## src/rtl/button_conditioner.sv

```systemverilog
// Per-channel pushbutton conditioner: two-flop synchronizer, counting debounce FSM,
// registered debounced level plus one-cycle press/release pulses.
module button_conditioner #(
  parameter int unsigned DEBOUNCE_CYCLES = 250000,
  parameter int unsigned NUM_BUTTONS     = 4
) (
  input  logic                   clk,
  input  logic                   rst_n,
  input  logic [NUM_BUTTONS-1:0] btn_raw_n,
  output logic [NUM_BUTTONS-1:0] btn_n,
  output logic [NUM_BUTTONS-1:0] press_pulse,
  output logic [NUM_BUTTONS-1:0] release_pulse
);

  localparam int unsigned CntW = 20;
  localparam logic [CntW-1:0] CntMax = CntW'(DEBOUNCE_CYCLES - 1);

  typedef enum logic [1:0] {
    StUpStable,
    StDownWait,
    StDownStable,
    StUpWait
  } state_e;

  // Async assert, synchronous release so every channel leaves reset on one edge.
  logic [1:0] rst_sync_q;
  logic       rst_int_n;

  always_ff @(posedge clk or negedge rst_n) begin
    if (!rst_n) begin
      rst_sync_q <= 2'b00;
    end else begin
      rst_sync_q <= {rst_sync_q[0], 1'b1};
    end
  end

  assign rst_int_n = rst_sync_q[1];

  for (genvar g = 0; g < NUM_BUTTONS; g++) begin : g_chan
    logic            s1_q;
    logic            s2_q;
    state_e          state_q;
    logic [CntW-1:0] cnt_q;
    logic            btn_q;
    logic            press_q;
    logic            release_q;

    always_ff @(posedge clk or negedge rst_int_n) begin
      if (!rst_int_n) begin
        s1_q      <= 1'b1;
        s2_q      <= 1'b1;
        state_q   <= StUpStable;
        cnt_q     <= '0;
        btn_q     <= 1'b1;
        press_q   <= 1'b0;
        release_q <= 1'b0;
      end else begin
        s1_q      <= btn_raw_n[g];
        s2_q      <= s1_q;
        press_q   <= 1'b0;
        release_q <= 1'b0;
        unique case (state_q)
          StUpStable: begin
            if (!s2_q) begin
              state_q <= StDownWait;
              cnt_q   <= CntW'(1);
            end else begin
              cnt_q <= '0;
            end
          end
          StDownWait: begin
            if (s2_q) begin
              state_q <= StUpStable;
              cnt_q   <= '0;
            end else if (cnt_q == CntMax) begin
              state_q <= StDownStable;
              cnt_q   <= '0;
              btn_q   <= 1'b0;
              press_q <= 1'b1;
            end else begin
              cnt_q <= cnt_q + CntW'(1);
            end
          end
          StDownStable: begin
            if (s2_q) begin
              state_q <= StUpWait;
              cnt_q   <= CntW'(1);
            end else begin
              cnt_q <= '0;
            end
          end
          StUpWait: begin
            if (!s2_q) begin
              state_q <= StDownStable;
              cnt_q   <= '0;
            end else if (cnt_q == CntMax) begin
              state_q   <= StUpStable;
              cnt_q     <= '0;
              btn_q     <= 1'b1;
              release_q <= 1'b1;
            end else begin
              cnt_q <= cnt_q + CntW'(1);
            end
          end
          default: begin
            state_q <= StUpStable;
            cnt_q   <= '0;
            btn_q   <= 1'b1;
          end
        endcase
      end
    end

    assign btn_n[g]         = btn_q;
    assign press_pulse[g]   = press_q;
    assign release_pulse[g] = release_q;
  end

endmodule

```

## config.mk

```make
export PLATFORM = sky130hd
export DESIGN_NAME = button_conditioner
export DESIGN_NICKNAME = d
export VERILOG_FILES = /design/src/rtl/button_conditioner.sv
export SDC_FILE = /design/constraint.sdc
export NUM_CORES = 1
export LEC_CHECK = 0
export CAP_MARGIN = 25
export CORE_MARGIN = 5
export CORE_UTILIZATION = 66
export CTS_CLUSTER_SIZE = 24
export DETAILED_ROUTE_END_ITERATION = 10
export GPL_TIMING_DRIVEN = 0
export PLACE_DENSITY = 0.9
export SLEW_MARGIN = 20
export SYNTH_ARGS = -nofsm -noshare
export SYNTH_HDL_FRONTEND = slang
export SYNTH_SLANG_ARGS = --single-unit
```

## constraint.sdc

```tcl
create_clock -name clk -period 9.6 [get_ports clk]
set_input_delay 1.92 -clock clk [delete_from_list [all_inputs] [get_ports clk]]
set_output_delay 1.92 -clock clk [all_outputs]
set_load 0.03 [all_outputs]
```

==> reports/results.tsv <==
stage	metric	value	unit
run_status	run_status	finished clean	
critical_path	worstPathArrival	1690	ps
floorplanning	io_pins	18	
worst_hold_path	min_path_type	flip-flop to async pin	
logic_synthesis	synth-main-ff-cell	dfrtp_1	
grt	grt.overflow.total	0	
floorplanning	die_h	98.66	µm
routing	ant_nets	0	
clock_tree	clk_latency	370	ps
cells_and_area	final_area	0.005744	mm²
cells_and_area	fin_nets	553	
timing	drv_slew	0	
floorplanning	die_w	98.66	µm
critical_path	end_kind	output pin	
floorplanning	initial_utilization	67.48	%
logic_synthesis	yosysWarnings	0	
routing	drc	0	
placement	hpwlAfterDp	6.976	mm
pwr	leakagePower	2.300	nW
critical_path	worst_setup_path_start_kind	flip-flop	
timing	max_freq	0.2771	GHz
grt	grt_max_degree	51	
grt	first_global_vias	3864	
cells_and_area	regArea	0.002771	mm²
timing	relSlewSlack	49.34	%
timing	hold_viol_final	0	
timing	timing.final.ws_setup	5991	ps
grt	antenna_found_initial	0	
routing	drt-initial-drc-count	172	
clock_tree	clkTransAtPathRegs	110	ps
routing	wl_per_cell	15.35	µm
timing	period_share	37.59	%
logic_synthesis	mappedNetlistNets	523	
routing	dr.pass1.iters	5	
timing	period_needed	3609	ps
placement	port_buffers	17	
timing	finalClockSkew	12.31	ps
cells_and_area	multi_input_area	0.002185	mm²
clock_tree	holdBufCountCts	0	
logic_synthesis	syn_inst	513	
logic_synthesis	yosysSeqAreaShare	53.35	%
placement	dp_slack	6387	ps
logic_synthesis	synth_cell_type_count	42	
cells_and_area	synthToLayoutAreaGrowth	10.73	%
logic_synthesis	synth_enable_flop_cells	0	
clock_tree	clkSinkCount	110	
clock_tree	cts_root_buffer	clkbuf_8	
timing	setup_viol	0	
logic_synthesis	synth_top_area_share	47.27	%
cells_and_area	layout_commonest_cell	dfrtp_1	
clock_tree	cts_tree	done	
cells_and_area	drive_above_1_share	10.40	%
placement	gp_congestion	0.8524	
timing	rsz0062_at_grt	false	
timing	setup_tns	0	ps
clock_tree	cts-resized-gates	0	
logic_synthesis	synthTopCellsByArea	dfrtp_1 (47%), dfstp_2 (6.1%), xnor2_1 (4.9%)	
routing	drt-total-wl	9.980	mm
logic_synthesis	synth_top_area_cell	dfrtp_1	
grt	grt_pass1_wl	17.30	mm
clock_tree	post_cts_buffers	0	
placement	placed_area	0.005544	mm²
timing	tightest_slew	753.0	ps
floorplanning	core_area	0.007687	mm²
pwr	finalPower	0.7829	mW
clock_tree	cts_max_path_buffers	2	
pwr	power_density	136.3	mW/mm²
logic_synthesis	synth.avg_cell_area	10.11	µm²
clock_tree	numCtsBuffers	9	
cells_and_area	final.fill_count	524	
pwr	vdd_ir_drop_max	0.07783	mV
cells_and_area	most-common-layout-cells	dfrtp_1 (97), nor2_1 (67), xnor2_1 (29)	
critical_path	worstPathRequired	7680	ps
logic_synthesis	synth_area	0.005187	mm²
flow_run	drv_cap	0	
logic_synthesis	ys_seq_elements	110	
grt	grt_usage	21.59	%
clock_tree	htree_levels	3	
cells_and_area	antenna_cells	0	
floorplanning	die-area	0.009733	mm²
critical_path	worstSetupPathType	flip-flop to output pin	
routing	avgViaCountPerCell	5.960	
routing	vias	3874	
floorplanning	row_count	32	
critical_path	cp_max_fo	3	
logic_synthesis	async_flop_share	100.0	%
==> cells by family (layout without fill, tap and decap cells) <==
| family | Yosys count | count (layout) | share of synthesized area, % |
|---|---|---|---|
| flip-flops | 110 | 110 | 53.35 |
| buffers and inverters | 49 | 84 | 4.534 |
| adder cells (fa/ha/maj) | 4 | 4 | 0.9648 |
| AO/OA/AOI/OAI | 66 | 66 | 8.008 |
| AND/OR/NAND/NOR | 226 | 226 | 23.37 |
| XOR/XNOR | 54 | 54 | 9.117 |
| other | 1 | 1 | 0.07229 |
| multiplexers | 3 | 3 | 0.5789 |
==> cell type report <==
type	count	share of cell area, %
buffer	23	2.396
clock buffer	11	2.461
clock inverter	5	1.024
inverter	26	1.699
multi-input combinational	354	38.03
sequential	110	48.25
tap	102	2.222
timing repair buffer	19	3.921
==> sequential cells by signal, summed over array words and instances, names as in the netlist, named ones only <==
| signal | flops |
|---|---|
| g_chan.s1_q | 4 |
| g_chan.s2_q | 4 |
| g_chan.cnt_q | 80 |
| g_chan.press_q | 4 |
| g_chan.btn_q | 4 |
| rst_sync_q | 2 |
| g_chan.state_q | 4 |
| g_chan.release_q | 4 |
==> synth_stat cells, types with 9 or more instances <==
master / instances
dfrtp_1: 98
nor2_1: 67
xnor2_1: 29
a21oi_1: 26
inv_1: 26
nand2_1: 25
xor2_1: 25
nand4_1: 24
nand3_1: 22
or4_1: 17
buf_4: 13
nor3_1: 13
o21ai_0: 13
dfstp_2: 12
o31ai_1: 12
nor4_1: 10
or3_1: 9
==> critical path: stages (launching register included) <==
cell             delay, ps
dfstp_2                550
buf_4                  100
clkdlybuf4s50_1        670
==> metal layers <==
layer	up-vias	global-route usage [%]	share of wire, %
met3	15	5.308	4.1
met1	1892	26.92	42
met4	0	5.987	1.3
met2	101	37.60	52
met5	-	0	0
li1	1866	-	-
==> metrics by stage <==
stage	hold slack, ps	utilization, %	instances
4_1_cts	175.3	74.72	650
3_3_place_gp	343.4	71.35	632
2_1_floorplan	331.2	-	513
6_report	171.1	74.72	650
3_5_place_dp	163.4	72.12	634
5_1_grt	189.8	74.72	650
==> where the power goes <==
part	internal (mW)	switching (mW)
registers	0.470	0.00602
logic	0.00937	0.0176
clock network	0.128	0.152
total	0.607	0.176
==> path summary, 6_finish.rpt <==
check / start / endpoint / slack, ps / cells past startpoint
min in group clk: g_chan[3].s1_q$_DFF_PN1_ / g_chan[3].s2_q$_DFF_PN1_ / 350 / 0
worst max-delay path: g_chan[3].btn_q$_DFFE_PN1P_ / btn_n[3] / 5990 / 2
max in group asynchronous: rst_n / rst_sync_q[1]$_DFF_PN0_ / 7770 / 1
worst min-delay path: rst_sync_q[1]$_DFF_PN0_ / g_chan[1].cnt_q[19]$_DFF_PN0_ / 170 / 0
worst min register to register: rst_sync_q[1]$_DFF_PN0_ / g_chan[1].cnt_q[19]$_DFF_PN0_ / 170 / 0
worst max register to register: g_chan[1].cnt_q[9]$_DFF_PN0_ / g_chan[1].cnt_q[7]$_DFF_PN0_ / 7120 / 6
Note: power is estimated with default switching activity, not from simulation.
